### src/rtl/song_sequencer_pkg.sv
// Shared constants and types for the song sequencer.
// Field widths, tempo-modifier encodings, duration clamp and FSM states.
package song_sequencer_pkg;

    localparam int DEF_OCT_W  = 3;
    localparam int DEF_NOTE_W = 3;
    localparam int DEF_LEN_W  = 3;
    localparam int DEF_SONG_W = 2;
    localparam int DEF_IDX_W  = 6;
    localparam int DEF_CLK_W  = 32;

    // Tempo modifiers; any other encoding plays at normal speed.
    localparam logic [1:0] MOD_HALF   = 2'b10;
    localparam logic [1:0] MOD_DOUBLE = 2'b11;

    // Duration in units is 1<<len, clamped to 16 units from code 5 up.
    // Half time doubles that, so 6 bits cover the longest note (32).
    localparam int DUR_W = 6;
    localparam int LEN_CLAMP_CODE = 5;
    localparam logic [DUR_W-1:0] DUR_CLAMP = 6'd16;

    typedef enum logic [2:0] {
        ST_IDLE,
        ST_LOAD,
        ST_PLAY,
        ST_GAP,
        ST_DONE
    } seq_state_e;

endpackage

### src/rtl/song_sequencer_note_timer.sv
// Note duration timer: prescaler plus unit counter.
// Decodes the length code and tempo into units and pulses on the last cycle.
module note_timer
    import song_sequencer_pkg::*;
#(
    parameter int LEN_W = DEF_LEN_W,
    parameter int TICKS = 4
) (
    input  logic             clk,
    input  logic             rst,
    input  logic             clear,
    input  logic             run,
    input  logic [LEN_W-1:0] len,
    input  logic [1:0]       mode,
    output logic             expire
);

    localparam int PRE_W = (TICKS > 1) ? $clog2(TICKS) : 1;
    localparam logic [PRE_W-1:0] PRE_MAX = PRE_W'(TICKS - 1);

    logic [PRE_W-1:0] presc_q, presc_d;
    logic [DUR_W-1:0] units_q, units_d;
    logic [DUR_W-1:0] base;
    logic [DUR_W-1:0] dur;
    logic             wrap;
    logic             last_unit;

    // Length code and tempo modifier to a duration in units.
    always_comb begin
        base = DUR_CLAMP;
        if (int'(len) < LEN_CLAMP_CODE) begin
            base = DUR_W'(1) << len;
        end
        dur = base;
        if (mode == MOD_HALF) begin
            dur = base << 1;
        end else if (mode == MOD_DOUBLE) begin
            dur = (base > DUR_W'(1)) ? (base >> 1) : DUR_W'(1);
        end
    end

    assign wrap      = (presc_q == PRE_MAX);
    assign last_unit = (units_q == dur - DUR_W'(1));
    assign expire    = run && wrap && last_unit;

    // Next prescaler and unit count; frozen whenever run is low.
    always_comb begin
        presc_d = presc_q;
        units_d = units_q;
        if (clear) begin
            presc_d = '0;
            units_d = '0;
        end else if (run) begin
            if (wrap) begin
                presc_d = '0;
                units_d = units_q + DUR_W'(1);
            end else begin
                presc_d = presc_q + PRE_W'(1);
            end
        end
    end

    // Timer state registers.
    always_ff @(posedge clk) begin
        if (rst) begin
            presc_q <= '0;
            units_q <= '0;
        end else begin
            presc_q <= presc_d;
            units_q <= units_d;
        end
    end

endmodule

### src/rtl/song_sequencer.sv
// Song sequencer: walks one stored song and presents the current goal note.
// Owns ROM addressing, note/gap timing, tempo, pause and abort.
module song_sequencer
    import song_sequencer_pkg::*;
#(
    parameter int OCT_W          = DEF_OCT_W,
    parameter int NOTE_W         = DEF_NOTE_W,
    parameter int LEN_W          = DEF_LEN_W,
    parameter int SONG_W         = DEF_SONG_W,
    parameter int IDX_W          = DEF_IDX_W,
    parameter int CLK_W          = DEF_CLK_W,
    parameter int TICKS_PER_UNIT = 6250000,
    parameter int GAP_CYCLES     = 1000000
) (
    input  logic              clk,
    input  logic              rst,
    input  logic              start,
    input  logic              abort,
    input  logic              pause,
    input  logic [SONG_W-1:0] song_sel,
    input  logic [1:0]        mod,
    input  logic [CLK_W-1:0]  system_clock,
    output logic [SONG_W-1:0] rom_song,
    output logic [IDX_W-1:0]  rom_idx,
    input  logic [IDX_W-1:0]  rom_track,
    input  logic [OCT_W-1:0]  rom_octave,
    input  logic [NOTE_W-1:0] rom_note,
    input  logic [LEN_W-1:0]  rom_length,
    output logic              goal_valid,
    output logic [OCT_W-1:0]  goal_octave,
    output logic [NOTE_W-1:0] goal_note,
    output logic [LEN_W-1:0]  goal_length,
    output logic [CLK_W-1:0]  goal_clock,
    output logic [IDX_W-1:0]  note_idx,
    output logic              note_start,
    output logic              note_end,
    output logic              busy,
    output logic              done
);

    localparam int GAP_W = $clog2(GAP_CYCLES + 2);
    localparam logic [GAP_W-1:0] GAP_MAX =
        GAP_W'((GAP_CYCLES > 0) ? GAP_CYCLES - 1 : 0);

    seq_state_e        state_q, state_d;
    logic [SONG_W-1:0] song_q, song_d;
    logic [1:0]        mod_q, mod_d;
    logic [IDX_W-1:0]  idx_q, idx_d;
    logic              goal_valid_q, goal_valid_d;
    logic [OCT_W-1:0]  goal_octave_q, goal_octave_d;
    logic [NOTE_W-1:0] goal_note_q, goal_note_d;
    logic [LEN_W-1:0]  goal_length_q, goal_length_d;
    logic [CLK_W-1:0]  goal_clock_q, goal_clock_d;
    logic              start_pend_q, start_pend_d;
    logic [GAP_W-1:0]  gap_q, gap_d;

    logic              timer_clear;
    logic              timer_run;
    logic              expire;
    logic [IDX_W-1:0]  idx_next;

    // Timer runs only while sounding and not frozen; abort stops it dead.
    assign timer_clear = (state_q == ST_LOAD);
    assign timer_run   = (state_q == ST_PLAY) && !pause && !abort;
    assign idx_next    = idx_q + IDX_W'(1);

    note_timer #(
        .LEN_W (LEN_W),
        .TICKS (TICKS_PER_UNIT)
    ) u_timer (
        .clk    (clk),
        .rst    (rst),
        .clear  (timer_clear),
        .run    (timer_run),
        .len    (goal_length_q),
        .mode   (mod_q),
        .expire (expire)
    );

    // Next-state, register updates and strobe outputs of the sequencer.
    always_comb begin
        state_d       = state_q;
        song_d        = song_q;
        mod_d         = mod_q;
        idx_d         = idx_q;
        goal_valid_d  = goal_valid_q;
        goal_octave_d = goal_octave_q;
        goal_note_d   = goal_note_q;
        goal_length_d = goal_length_q;
        goal_clock_d  = goal_clock_q;
        start_pend_d  = start_pend_q;
        gap_d         = gap_q;
        note_start    = 1'b0;
        note_end      = 1'b0;
        done          = 1'b0;

        if (abort && (state_q != ST_IDLE)) begin
            state_d      = ST_IDLE;
            goal_valid_d = 1'b0;
            start_pend_d = 1'b0;
        end else begin
            unique case (state_q)
                ST_IDLE: begin
                    if (start) begin
                        song_d  = song_sel;
                        mod_d   = mod;
                        idx_d   = '0;
                        state_d = ST_LOAD;
                    end
                end
                ST_LOAD: begin
                    if (idx_q == rom_track) begin
                        state_d = ST_DONE;
                    end else begin
                        goal_octave_d = rom_octave;
                        goal_note_d   = rom_note;
                        goal_length_d = rom_length;
                        goal_clock_d  = system_clock;
                        goal_valid_d  = 1'b1;
                        start_pend_d  = 1'b1;
                        state_d       = ST_PLAY;
                    end
                end
                ST_PLAY: begin
                    if (!pause) begin
                        note_start   = start_pend_q;
                        start_pend_d = 1'b0;
                        if (expire) begin
                            note_end     = 1'b1;
                            idx_d        = idx_next;
                            goal_valid_d = 1'b0;
                            if (idx_next == rom_track) begin
                                state_d = ST_DONE;
                            end else if (GAP_CYCLES == 0) begin
                                state_d = ST_LOAD;
                            end else begin
                                gap_d   = '0;
                                state_d = ST_GAP;
                            end
                        end
                    end
                end
                ST_GAP: begin
                    if (!pause) begin
                        if (gap_q == GAP_MAX) begin
                            state_d = ST_LOAD;
                        end else begin
                            gap_d = gap_q + GAP_W'(1);
                        end
                    end
                end
                ST_DONE: begin
                    done    = 1'b1;
                    state_d = ST_IDLE;
                end
                default: begin
                    state_d = ST_IDLE;
                end
            endcase
        end
    end

    // Sequencer state and output registers.
    always_ff @(posedge clk) begin
        if (rst) begin
            state_q       <= ST_IDLE;
            song_q        <= '0;
            mod_q         <= '0;
            idx_q         <= '0;
            goal_valid_q  <= 1'b0;
            goal_octave_q <= '0;
            goal_note_q   <= '0;
            goal_length_q <= '0;
            goal_clock_q  <= '0;
            start_pend_q  <= 1'b0;
            gap_q         <= '0;
        end else begin
            state_q       <= state_d;
            song_q        <= song_d;
            mod_q         <= mod_d;
            idx_q         <= idx_d;
            goal_valid_q  <= goal_valid_d;
            goal_octave_q <= goal_octave_d;
            goal_note_q   <= goal_note_d;
            goal_length_q <= goal_length_d;
            goal_clock_q  <= goal_clock_d;
            start_pend_q  <= start_pend_d;
            gap_q         <= gap_d;
        end
    end

    assign rom_song    = song_q;
    assign rom_idx     = idx_q;
    assign note_idx    = idx_q;
    assign goal_valid  = goal_valid_q;
    assign goal_octave = goal_octave_q;
    assign goal_note   = goal_note_q;
    assign goal_length = goal_length_q;
    assign goal_clock  = goal_clock_q;
    assign busy        = (state_q != ST_IDLE);

endmodule

### config.mk
export PLATFORM = sky130hd
export DESIGN_NAME = song_sequencer
export DESIGN_NICKNAME = d
export VERILOG_FILES = /design/src/rtl/song_sequencer_pkg.sv /design/src/rtl/song_sequencer_note_timer.sv /design/src/rtl/song_sequencer.sv
export SDC_FILE = /design/constraint.sdc
export NUM_CORES = 1
export LEC_CHECK = 0
export CORE_ASPECT_RATIO = 0.7
export CORE_MARGIN = 2
export CORE_UTILIZATION = 30
export DETAILED_ROUTE_END_ITERATION = 12
export GPL_TIMING_DRIVEN = 0
export HOLD_SLACK_MARGIN = 0.06
export PLACE_DENSITY = 0.56
export SLEW_MARGIN = 20
export SYNTH_ARGS = -nofsm -noshare
export SYNTH_HDL_FRONTEND = slang
export SYNTH_SLANG_ARGS = --single-unit
### constraint.sdc
create_clock -name clk -period 4.17 [get_ports clk]
set_clock_uncertainty 0.15 [all_clocks]
set_input_delay 0.417 -clock clk [delete_from_list [all_inputs] [get_ports clk]]
set_output_delay 0.417 -clock clk [all_outputs]
set_load 0.05 [all_outputs]
# [Yosys cells after proc, flatten, opt, wreduce, memory -nomap -nowiden]
# Index checks and enable logic that the tools add are counted.
[totals] ff_bits=105 input_bits=56 output_inout_bits=60 elab_cells=102
[classes] addsub=5 order_cmp=2 n_eq_ne=19 n_shift=1 muxes=38 bitwise_logic=2 reduce_logical=22
[op_table] cell="two-way mux 20 bit" n=5
[op_table] cell="one-hot mux 20 bit (2 select lines)" n=1
[op_table] cell="two-way mux 6 bit" n=6
[op_table] cell="adder 23 x 1 -> 23 bit (second input constant)" n=1
[op_table] cell="equality test 23 bit (second input constant)" n=1
[op_table] cell="two-way mux 23 bit" n=1
[op_table] cell="two-way mux 3 bit" n=7
[op_table] cell="adder 20 x 1 -> 20 bit (second input constant)" n=1
[op_table] cell="equality test 20 bit (second input constant)" n=1
[op_table] cell="equality test 6 bit" n=3
[op_table] cell="inequality test 2 bit (second input constant)" n=8
[op_table] cell="two-way mux 1 bit" n=13
[op_table] cell="adder 6 x 1 -> 6 bit (second input constant)" n=2
[op_table] cell="one-hot mux 3 bit (4 select lines)" n=1
[op_table] cell="one-hot mux 6 bit (2 select lines)" n=1
[op_table] cell="AND reduction 5 bit" n=2
[op_table] cell="AND reduction 3 bit" n=3
[op_table] cell="AND reduction 7 bit" n=1
[op_table] cell="equality test 3 x 2 -> 1 bit (second input constant)" n=2
[op_table] cell="greater-than comparator 6 x 1 -> 1 bit (second input constant)" n=1
[op_table] cell="nonzero test 2 bit" n=3
[op_table] cell="<< shifter 1 x 3 -> 6 bit (first input constant)" n=1
[op_table] cell="subtractor 6 x 1 -> 6 bit (second input constant)" n=1
[op_table] cell="logical AND 1 bit" n=5
[op_table] cell="13 further kinds" n=18

# [Depth between registers and ports, before layout]
[depth] word_depth=13 ltp_mapped=14 mapped_depth_nobuf=11

# [Cells and area by module]
# A second synthesis with hierarchy kept.
[hier_totals] cells_unflattened=630 area_unflattened_um2=5410.2
[by_module_without_submodules] mod="song_sequencer" instances=1 cells_per_inst=437 area_per_inst_um2=3836.2 seq_area_each_um2=1521.5
[by_module_without_submodules] mod="note_timer" instances=1 cells_per_inst=193 area_per_inst_um2=1574.0 seq_area_each_um2=580.6

# [Worst setup path after synthesis]
# No wires, ideal clock.
[synth_timing] path_kind="register to register" start="register goal_length_q[1], in the netlist goal_length[1]" end="register gap_q[12]" arrival_ns=3.150 required_time_ns=3.948 setup_slack_ns=0.798 stages_incl_launch_ff=15 n_path_buf=3 synth_period_minus_slack_ns=3.372 cell_sequence="dfxtp_1 clkbuf_1 xnor2_1 nand2_1 nor2_1 o21ai_0 ha_1 xor2_1 or2b_2 nor4b_4 nand4_2 buf_6 buf_12 a21oi_2 mux2i_1"
[synth_between] elab_chain_len=11 word_cells_on_any_way=12 cone_classes="1 x add/sub; 2 x order compare; 2 x eq/ne; 1 x shift; 4 x mux; 2 x reduce/logical"
[synth_rtl] element="from (decl)" line="song_sequencer.sv:52" text="logic [LEN_W-1:0] goal_length_q, goal_length_d;"
[synth_rtl] element="from (signal assigned)" line="song_sequencer.sv:185" text="goal_length_q <= goal_length_d;"
[synth_rtl] element="less-than comparator 3 bit or << shifter 1 x 3 -> 6 bit (tied branches)" line="song_sequencer_note_timer.sv:31, song_sequencer_note_timer.sv:32"
[synth_rtl] element="two-way mux 6 bit *" line="song_sequencer_note_timer.sv:31" text="if (int'(len) < LEN_CLAMP_CODE) begin"
[synth_rtl] element="greater-than comparator 6 x 1 -> 1 bit" line="song_sequencer_note_timer.sv:38" text="dur = (base > DUR_W'(1)) ? (base >> 1) : DUR_W'(1);"
[synth_rtl] element="two-way mux 5 bit" line="song_sequencer_note_timer.sv:38"
[synth_rtl] element="two-way mux 6 bit" line="song_sequencer_note_timer.sv:37" text="end else if (mode == MOD_DOUBLE) begin"
[synth_rtl] element="two-way mux 6 bit *" line="song_sequencer_note_timer.sv:35" text="if (mode == MOD_HALF) begin"
[synth_rtl] element="subtractor 6 x 1 -> 6 bit *" line="song_sequencer_note_timer.sv:43" text="assign last_unit = (units_q == dur - DUR_W'(1));"
[synth_rtl] element="equality test 6 bit *" line="song_sequencer_note_timer.sv:43"
[synth_rtl] element="logical AND 1 bit *" line="song_sequencer_note_timer.sv:44" text="assign expire = run && wrap && last_unit;"
[synth_rtl] element="inequality test 2 bit (no line) *"
[synth_rtl] element="AND reduction 7 bit (no line) *"
[synth_rtl] element="to (signal assigned)" line="song_sequencer.sv:188" text="gap_q <= gap_d;"
[synth_rtl] element="to (decl)" line="song_sequencer.sv:55" text="logic [GAP_W-1:0] gap_q, gap_d;"
# Every way passes the cells marked *; elsewhere a longest branch is shown, timed or not.
# A chain may end at the register's enable or synchronous reset.

# [Final worst setup path]
[layout_timing] start="register goal_length_q[1], in the netlist goal_length[1]" end="output note_end"
[layout_between] elab_chain_len=13 word_cells_on_any_way=14 cone_classes="1 x add/sub; 2 x order compare; 1 x eq/ne; 1 x shift; 8 x mux; 1 x reduce/logical"
[layout_rtl] element="less-than comparator 3 bit or << shifter 1 x 3 -> 6 bit (tied branches)" line="song_sequencer_note_timer.sv:31, song_sequencer_note_timer.sv:32"
[layout_rtl] element="two-way mux 6 bit *" line="song_sequencer_note_timer.sv:31"
[layout_rtl] element="greater-than comparator 6 x 1 -> 1 bit" line="song_sequencer_note_timer.sv:38"
[layout_rtl] element="two-way mux 5 bit" line="song_sequencer_note_timer.sv:38"
[layout_rtl] element="two-way mux 6 bit" line="song_sequencer_note_timer.sv:37"
[layout_rtl] element="two-way mux 6 bit *" line="song_sequencer_note_timer.sv:35"
[layout_rtl] element="subtractor 6 x 1 -> 6 bit *" line="song_sequencer_note_timer.sv:43"
[layout_rtl] element="equality test 6 bit *" line="song_sequencer_note_timer.sv:43"
[layout_rtl] element="logical AND 1 bit *" line="song_sequencer_note_timer.sv:44"
[layout_rtl] element="two-way mux 1 bit *" line="song_sequencer.sv:128" text="if (expire) begin"
[layout_rtl] element="two-way mux 1 bit *" line="song_sequencer.sv:125" text="if (!pause) begin"
[layout_rtl] element="two-way mux 1 bit *" line="song_sequencer.sv:102" text="unique case (state_q)"
[layout_rtl] element="two-way mux 1 bit *" line="song_sequencer.sv:97" text="if (abort && (state_q != ST_IDLE)) begin"
[layout_rtl] element="to (decl)" line="song_sequencer.sv:36" text="output logic note_end,"
# Marks and branches as above.

==> summary.txt <==
Outcome
  – Status: completed

STA
  – Peak Freq: between 200 and 300 MHz
  – Minimum clock period: around 3.6 ns
  – Worst slew pin tran: 0.633 ns
  – Slew Limit Fails: 0
  – Final Hold Vio Count: 0
  – RSZ-0062 raised after global routing: no
  – Worst slew margin: 0.578
  – Setup_tns: 0 ns
  – Worst hold margin: between 0.2 and 0.3 ns
  – Final worst slack: 0.573 ns
  – Endpoints failing setup: 0
  – Tcrit/Tclk final: 0.863

Synthesis
  – Mapped Avg Cell Area: around 8.4 sq um
  – Synth area leader: dfxtp_1
  – Area contributors post-synth: dfxtp_1 (39%), nand2_1 (9.6%), a21oi_1 (5.8%)
  – Mux contribution to synthesized area: 0.0375
  – Unique cell type count in the Yosys netlist: 66
  – Prevailing post-synth register cell: dfxtp_1
  – Flops & latches, synth: between 100 and 150
  – Largest family of logic cells by synthesized area: simple AND/OR/NAND/NOR gates
  – Cells after Synth: roughly 640
  – Yosys warnings: 0
  – Yosys top cell area share: 0.394
  – Synth Area in Compound Gates: 0.129
  – Register area share after synthesis: 0.394
  – Syn_nets: roughly 700
  – Simple-gate share of the synthesized area: 0.289
  – Synth Area in Adders: 0.0117
  – Post-synth EDFFs: 0
  – Async S/R FF share, synth: 0
  – Syn Std Cell Area: approximately 5300 sq um
  – Xor/xnor share of the synthesized area: 0.0760

Global route
  – Overall global routing resource usage: 0.159
  – GRT met2 Usage: 0.223
  – Busiest grt layer: met2
  – Largest net degree at the start of global routing: 22
  – Initial antenna violation count: 0
  – Overflow after GRT: 0
  – First-pass GRT wire length: about 23000 um
  – GRT met3 Usage: 0.0770
  – Global routing met1 resource utilization: 0.219
  – Vias in the first global route: 4453

Floorplan
  – Io pins: approximately 120
  – Die H: between 100 and 150 um
  – Core footprint: ~17000 sq um
  – Initial core utilization: 0.309
  – DIE WIDTH: about 160 um
  – Die area: 18900 sq um
  – Row cnt: 40

Setup path
  – Reg2reg end: gap_q[15]
  – Reg-to-Reg Start: goal_length[1]
  – Worst Path Max Fanout: 10
  – WS Path Type: reg2out
  – R2r setup slk: 0.78 ns
  – Crit path capture type: primary output
  – Setup crit start: goal_length[1]
  – Arrival @ worst endpoint: a little over 3 ns
  – CP required: approximately 3.6 ns
  – Critical path startpoint category: register
  – R2R cell count: 14

Finish
  – Fraction of final layout cells sized beyond drive strength 1: 0.0900
  – Fillers: between 1500 and 2000
  – Synthesis-to-finish area growth: 33.0%
  – Area of the multi-input gates: just under 3000 sq um
  – Sequential cell area: between 2000 and 2500 sq um
  – Nets: approximately 820
  – Final cell count without fillers: between 900 and 1000
  – Antenna diodes: 0

Clock tree
  – Clock Tree Root: clkbuf_16
  – TritonCTS Sinks: 105
  – Clock-pin slew on the worst setup and hold paths: around 0.08 ns
  – H-tree depth: 3
  – TritonCTS Buffers: 9
  – Setup bufs post-CTS: 0
  – CTS Buffer Depth: 2
  – Clock latency on the worst-skew pair: about 0.36 ns
  – CTS tree: built
  – Cts-stage hold buffer count: 0

Hold path
  – Hold path depth: 4
  – Hold path start: rst
  – Worst Hold End: gap_q[0]
  – Hold WC Path Type: in2reg

Pwr
  – LEAKAGE: 2.44 nW
  – Maximum vdd drop: approximately 210 uV
  – Power per cell area: 418 nW/um^2
  – Total power: just under 3 mW

Routing
  – Drc violations: 0
  – Routed Antenna Nets: 0
  – Detail-routed via count per cell: roughly 4.6
  – DR pass1 iterations: 5
  – Via count: approximately 4600
  – Per-cell routed wire length: 14.6 um
  – Starting DRT DRC Count: ~220
  – Final WL: roughly 15000 um

Run
  – Max_cap viols: 0

Place
  – Dpl hpwl: roughly 11000 um
  – Placed Cells incl. Taps: around 1000
  – Buffers on Ports: around 110
  – Place WS: between 0.5 and 0.6 ns
  – Routability congestion estimate: slightly above 0.8
synth_stat cells (10+ instances only):
master,number
a21oi_1,62
a21oi_2,10
and3_1,10
clkbuf_1,26
dfxtp_1,105
inv_1,10
mux2i_1,20
nand2_1,137
nand2b_1,17
nand3_1,20
nand4_1,20
nor2_1,43
xnor2_1,18
xor2_1,19
through the flow:
step	utilization	instance area, sq um
final	0.411	7090
after global routing	0.411	7090
after CTS	0.411	7090
after detailed placement	0.392	6760
after global placement	0.392	6760
after floorplan	-	5330
flip-flops by register name (all words and copies together), names as in the netlist, 3 cells and up:
name	flops
gap_q	20
u_timer.presc_q	23
note_idx	6
state_q	3
goal_octave	3
goal_note	3
goal_clock	32
goal_length	3
u_timer.units_q	6
layout by cell type (no fill, tap or decap), types with 17 or more instances in the layout:
cell type,count
nand4_1,20
nand2b_1,17
nor2_1,43
mux2i_1,20
nand3_1,20
a21oi_1,62
clkdlybuf4s50_1,113
dfxtp_1,105
clkbuf_1,26
xor2_1,19
nand2_1,137
xnor2_1,18
what timing repair did:
item | 4_1_cts | 5_1_grt
resized for setup | 0 | 1
endpoints found under the setup margin | 0 | 1
endpoints found under the hold margin | 0 | 0
routing by layer:
layer | vias up | wire [um]
li1 | 2424 | -
met1 | 2087 | 7360
met2 | 120 | 5750
met3 | 6 | 1330
met4 | 0 | 102
met5 | - | 0
layout make-up:
cell class / count / share of cell area
buffer: 43 / 0.0402
clock buffer: 9 / 0.0317
clock inverter: 7 / 0.0145
inverter: 12 / 0.00635
multi-input combinational: 477 / 0.409
sequential: 105 / 0.296
tap: 231 / 0.0407
timing repair buffer: 114 / 0.161
report_power, final:
group	total, mW	switching, mW	internal [mW]
sequential	1.12	0.0435	1.07
clock	0.940	0.447	0.493
combinational	0.912	0.597	0.315
logic make-up (layout without fill, tap and decap cells):
kind of cell    count (synthesis)  count (layout)
compound gates                108             108
xor+xnor                       42              42
fa+ha+maj                       5               5
buf+inv                        55             185
flops                         105             105
mux                            20              20
simple gates                  302             302
worst max path at each step:
stage / endpoint / cells past startpoint / slack (ns)
2_1_floorplan: gap_q[12] / 14 / 0.80
3_3_place_gp: note_end / 11 / 0.54
3_5_place_dp: note_end / 11 / 0.55
4_1_cts: note_end / 11 / 0.13
5_1_grt: note_end / 11 / 0.32
6_report: note_end / 11 / 0.57
critical path, cell delays in order (launching register included):
cell and delay [ns]:
dfxtp_1 0.33, clkbuf_1 0.34, xnor2_1 0.19, nand2_1 0.08, nor2_1 0.09, o21ai_0 0.10, ha_1 0.31, xor2_1 0.12
or2b_2 0.34, nor3_1 0.14, and4_1 0.20, dlymetal6s2s_1 0.43
Power figures use the tool's default switching activity.
==> RTL edit 1 (same flow settings) <==
Re-encode `seq_state_e` (5 states) as one-hot, 5 bits wide.
--- a/src/rtl/song_sequencer_pkg.sv
+++ b/src/rtl/song_sequencer_pkg.sv
@@ -19,12 +19,12 @@
     localparam int LEN_CLAMP_CODE = 5;
     localparam logic [DUR_W-1:0] DUR_CLAMP = 6'd16;
 
-    typedef enum logic [2:0] {
-        ST_IDLE,
-        ST_LOAD,
-        ST_PLAY,
-        ST_GAP,
-        ST_DONE
+    typedef enum logic [4:0] {
+        ST_IDLE = 5'b00001,
+        ST_LOAD = 5'b00010,
+        ST_PLAY = 5'b00100,
+        ST_GAP  = 5'b01000,
+        ST_DONE = 5'b10000
     } seq_state_e;
 
 endpackage
Function: same outputs for any inputs over 4 cycles, from zero or initial values and one cycle with rst high; so few cycles prove little.
==> RTL edit 1 against the unedited design <==
Clock power grew 2%; global-route usage shrank 0.46 points; setup slack got worse by 0.15 ns; area after synthesis down 3.6%; sequential cell count up 2; worst hold slack improved by 0.026 ns; routed wire length is 5.3% lower; combinational power fell by 20%; power fell by 5.3%; sequential share of layout area is 1.3 points higher; final area shrank 2.4%; die area is 3.5% lower; non-clock buffer count up 1; critical path type unchanged; highest routed layer unchanged.
==> RTL edit 1: results (changes against the unedited design) <==
hold path depth 2 (-2); first-pass GRT wire length 22600 um (-3.6%); aggregate routed wire length 13800 um (-5.3%); DRT met1 WL 7200 um (-2.1%); R2R Path Start state_q[3]; Post-layout nets 828 (+0.61%); M2 GR Usage 20.6% (-1.8 points); vias per std cell 4.74 (+1.9%); Net Count, Synth 703 (+0.72%); register-to-register setup slack 0.73 ns (-0.05 ns); GRT Overall Usage 15.4% (-0.46 points); DP Wirelength 10300 um (-4.5%); worst vdd ir 0.000217 V (+4.1%); slowest CP cell clkdlybuf4s15_2; Worst Hold Class reg2reg; final worst path period share 89.9% (+3.7 points); WHS 0.305 ns (+0.0261 ns); 1st-pass router iterations 4 (-1); CP Max Fanout 8 (-2); status complete, no violations; Post-synth top cells nand2_1, dfxtp_1, a21oi_1; DRT iter0 DRCs 290 (+29%); r2r endpoint gap_q[13]; Synth cell types 60 (-9.1%); metal2 WL 5230 um (-9.0%); Reg2Reg Depth 9 (-5); GPL Wtd Cong 0.812 (+0.88%); Min-Delay Endpoint goal_octave[1]; vias in the first global route 4370 (-1.9%); biggest cell delay along the critical path 0.38 ns (-0.05 ns); largest cells by area after synthesis dfxtp_1, nand2_1, a21oi_1; met3 Use GR 6.76% (-0.93 points); Mapped Cells 642 (+0.78%); layout cells sized above 1 5.83% (-3.2 points); largest net degree at the start of global routing 20 (-9.1%); Final Non-Filler Cells 1003 (+0.50%)
-- RTL edit 1: worst max-delay path by stage --
stage                   startpoint           to  depth (start not counted)
floorplan           goal_length[1]  note_idx[5]                         12
global placement             pause     note_end                          7
detailed placement        mod_q[1]     note_end                         10
CTS                       mod_q[1]     note_end                         10
global route              mod_q[0]     note_end                         11
finish                    mod_q[0]     note_end                         10
-- RTL edit 1: logic make-up after synthesis --
kind of cell             after synthesis  share of synthesized area, %
XOR/XNOR                              52                          8.85
AND/OR/NAND/NOR                      296                          27.8
AO/OA/AOI/OAI                        115                          13.6
flip-flops                           107                          41.6
multiplexers                          12                          2.41
adder cells (fa/ha/maj)                5                          1.22
buffers and inverters                 55                          4.52
-- RTL edit 1: area by class of cell --
type / instances / area [um2]
Clock buffer: 9 / 225
Sequential cell: 107 / 2140
Tap cell: 231 / 289
Clock inverter: 7 / 109
Multi-Input combinational cell: 480 / 2790
Timing Repair Buffer: 114 / 1140
Inverter: 11 / 41.3
Fill cell: 1792 / 10000
Buffer: 44 / 193
-- RTL edit 1: timing repair --
| action | 4_1_cts | 5_1_grt |
|---|---|---|
| setup buffers | 0 | 0 |
| gates resized for setup | 3 | 4 |
| endpoints found under the setup margin | 1 | 1 |
-- RTL edit 1: power by group --
part | internal, W | leakage, nW | switching [W]
combinational | 0.000275 | 1.28 | 0.000454
clock | 0.000540 | 0.164 | 0.000417
sequential | 0.00108 | 0.863 | 0.0000481
total | 0.00189 | 2.31 | 0.000919
-- RTL edit 1: worst max-delay path: cells and delay by family (launching register included) --
| family | cells | cell delay, ns |
|---|---|---|
| AO/OA/AOI/OAI | 4 | 1.10 |
| buffers and inverters | 4 | 0.90 |
| flip-flops | 1 | 0.31 |
| adder cells (fa/ha/maj) | 1 | 0.29 |
| AND/OR/NAND/NOR | 1 | 0.23 |
==> RTL edit 2 (same flow settings) <==
Without the edit above. The package constant `DEF_OCT_W` goes from 3 to 6.
--- a/src/rtl/song_sequencer_pkg.sv
+++ b/src/rtl/song_sequencer_pkg.sv
@@ -2,7 +2,7 @@
 // Field widths, tempo-modifier encodings, duration clamp and FSM states.
 package song_sequencer_pkg;
 
-    localparam int DEF_OCT_W  = 3;
+    localparam int DEF_OCT_W  = 6;
     localparam int DEF_NOTE_W = 3;
     localparam int DEF_LEN_W  = 3;
     localparam int DEF_SONG_W = 2;
Ports: changed (resized goal_octave and rom_octave); port bits go from 116 to 122. No check against the original RTL was run, so the function may have changed too.
==> RTL edit 2 against the unedited design <==
Via count is 1.4% higher; routed wire length shrank 4.9%; sequential cell count is 3 higher; power shrank 14%; area after synthesis fell by 2.7%; final area decreased by 1.9%; setup slack better by 0.068 ns; largest power group unchanged.
==> RTL edit 2: results (changes against the unedited design) <==
DP Wirelength 10400 um (-3.5%); biggest cell delay along the critical path 0.49 ns (+0.06 ns); DRT met1 WL 7140 um (-2.9%); 1st-pass router iterations 4 (-1); Largest register FFs 32 (unchanged); CP Class reg2out; worst vdd ir 0.000175 V (-16%); largest net degree at the start of global routing 20 (-9.1%); register-to-register setup slack 1.04 ns (+0.26 ns); Max-slew headroom 44.7% (-13 points); GRT Overall Usage 15.6% (-0.25 points); Num CTS Buffers 9 (unchanged); Post-layout nets 842 (+2.3%); Mapped Cells 649 (+1.9%); final critical-path required period 3.53 ns (-0.0684 ns); slowest CP cell dlymetal6s2s_1; vias per std cell 4.64 (-0.24%); met3 WL 1440 um (+8.3%); worst skew pair latency 0.36 ns (about the same); metal2 WL 5150 um (-10%); vias in the first global route 4441 (-0.27%); Crit path arrival time 2.96 ns (-0.07 ns); DP Area 6660 um2 (-1.5%); Highest Signal Layer met4; largest cells by area after synthesis dfxtp_1, nand2_1, a21oi_1; aggregate routed wire length 13800 um (-4.9%); Top Family by Delay on Critical Path buffers and inverters; M2 GR Usage 21.1% (-1.2 points); r2r endpoint gap_q[14]; Setup Fix Bufs, Post-CTS 0 (unchanged); Worst Hold Class reg2reg; Final ANT Viol Nets 0 (unchanged); R2R Path Start goal_length[1]; # diodes 0 (unchanged); clk buf depth 2 (unchanged); layout cells sized above 1 4.98% (-4.0 points); Reg2Reg Depth 14 (unchanged); Net Count, Synth 713 (+2.1%); Root Driver clkbuf_16; Avg WL per Cell 13.6 um (-6.4%); status complete, no violations; clock-pin slew on the worst setup and hold paths 0.07 ns; met1 Use GR 22.0% (+0.073 points); met3 Use GR 8.11% (+0.42 points); sequential area share after synthesis 41.6% (+2.2 points); DRT iter0 DRCs 252 (+13%); Synth cell types 50 (-24%); Place WS 0.557 ns (+0.00885 ns); CP Max Fanout 9 (-1); Critical path destination note_end; placed insts 998 (+1.6%); GPL Wtd Cong 0.803 (-0.22%); # DRC 0 (unchanged); Post-synth top cells nand2_1, dfxtp_1, a21oi_1; Port Buffer Count 118 (+3.5%); first-pass GRT wire length 23000 um (-1.8%); Leakage 2.47 nW (+1.1%); initial antenna violation count 0 (unchanged); leading register cell type out of synthesis dfxtp_1
==> RTL edit 2: cell types whose count changed after synthesis, moves of 7 or more <==
| cell | change |
|---|---|
| a21oi_2 | -10 |
| and2_1 | -7 |
| nand2_1 | +12 |
| nand4_1 | -9 |
| nand3_1 | +7 |
| a21oi_1 | +11 |
==> RTL edit 2: cell type report <==
type                            instances  area (um2)
Buffer                                 40         203
Clock inverter                          6        52.6
Fill cell                            1740       10100
Multi-Input combinational cell        489        2780
Tap cell                              231         289
Timing Repair Buffer                  118        1180
Sequential cell                       108        2160
Inverter                               12        45.0
Clock buffer                           10         239
==> RTL edit 2: logic make-up (layout without fill, tap and decap cells) <==
| family | Yosys count | in the layout | synth area share (%) |
|---|---|---|---|
| xor+xnor | 45 | 45 | 7.59 |
| mux | 22 | 22 | 4.24 |
| simple gates | 309 | 309 | 28.7 |
| fa+ha+maj | 5 | 5 | 1.20 |
| flops | 108 | 108 | 41.6 |
| compound gates | 108 | 108 | 11.9 |
| buf+inv | 52 | 186 | 4.77 |
==> RTL edit 2: worst min-delay path by stage <==
stage,start,endpoint,slack [ns],cells past startpoint
after floorplan,gap_q[19],gap_q[19],0.29,2
after global placement,goal_clock[3],goal_clock[3],0.29,2
after CTS,goal_clock[25],goal_clock[25],0.31,2
after global routing,goal_clock[11],goal_clock[11],0.32,2
after detailed placement,goal_clock[9],goal_clock[9],0.30,2
final,goal_clock[1],goal_clock[1],0.30,2
==> RTL edit 2: repair_timing <==
item | in CTS | in global routing
resized for setup | 0 | 1
setup endpoints to repair | 0 | 1
hold endpoints to repair | 0 | 0
==> RTL edit 2: report_power, final <==
| group | switching, W | internal, W |
|---|---|---|
| registers | 0.0000301 | 0.00108 |
| clock network | 0.000418 | 0.000433 |
| logic | 0.000384 | 0.000211 |
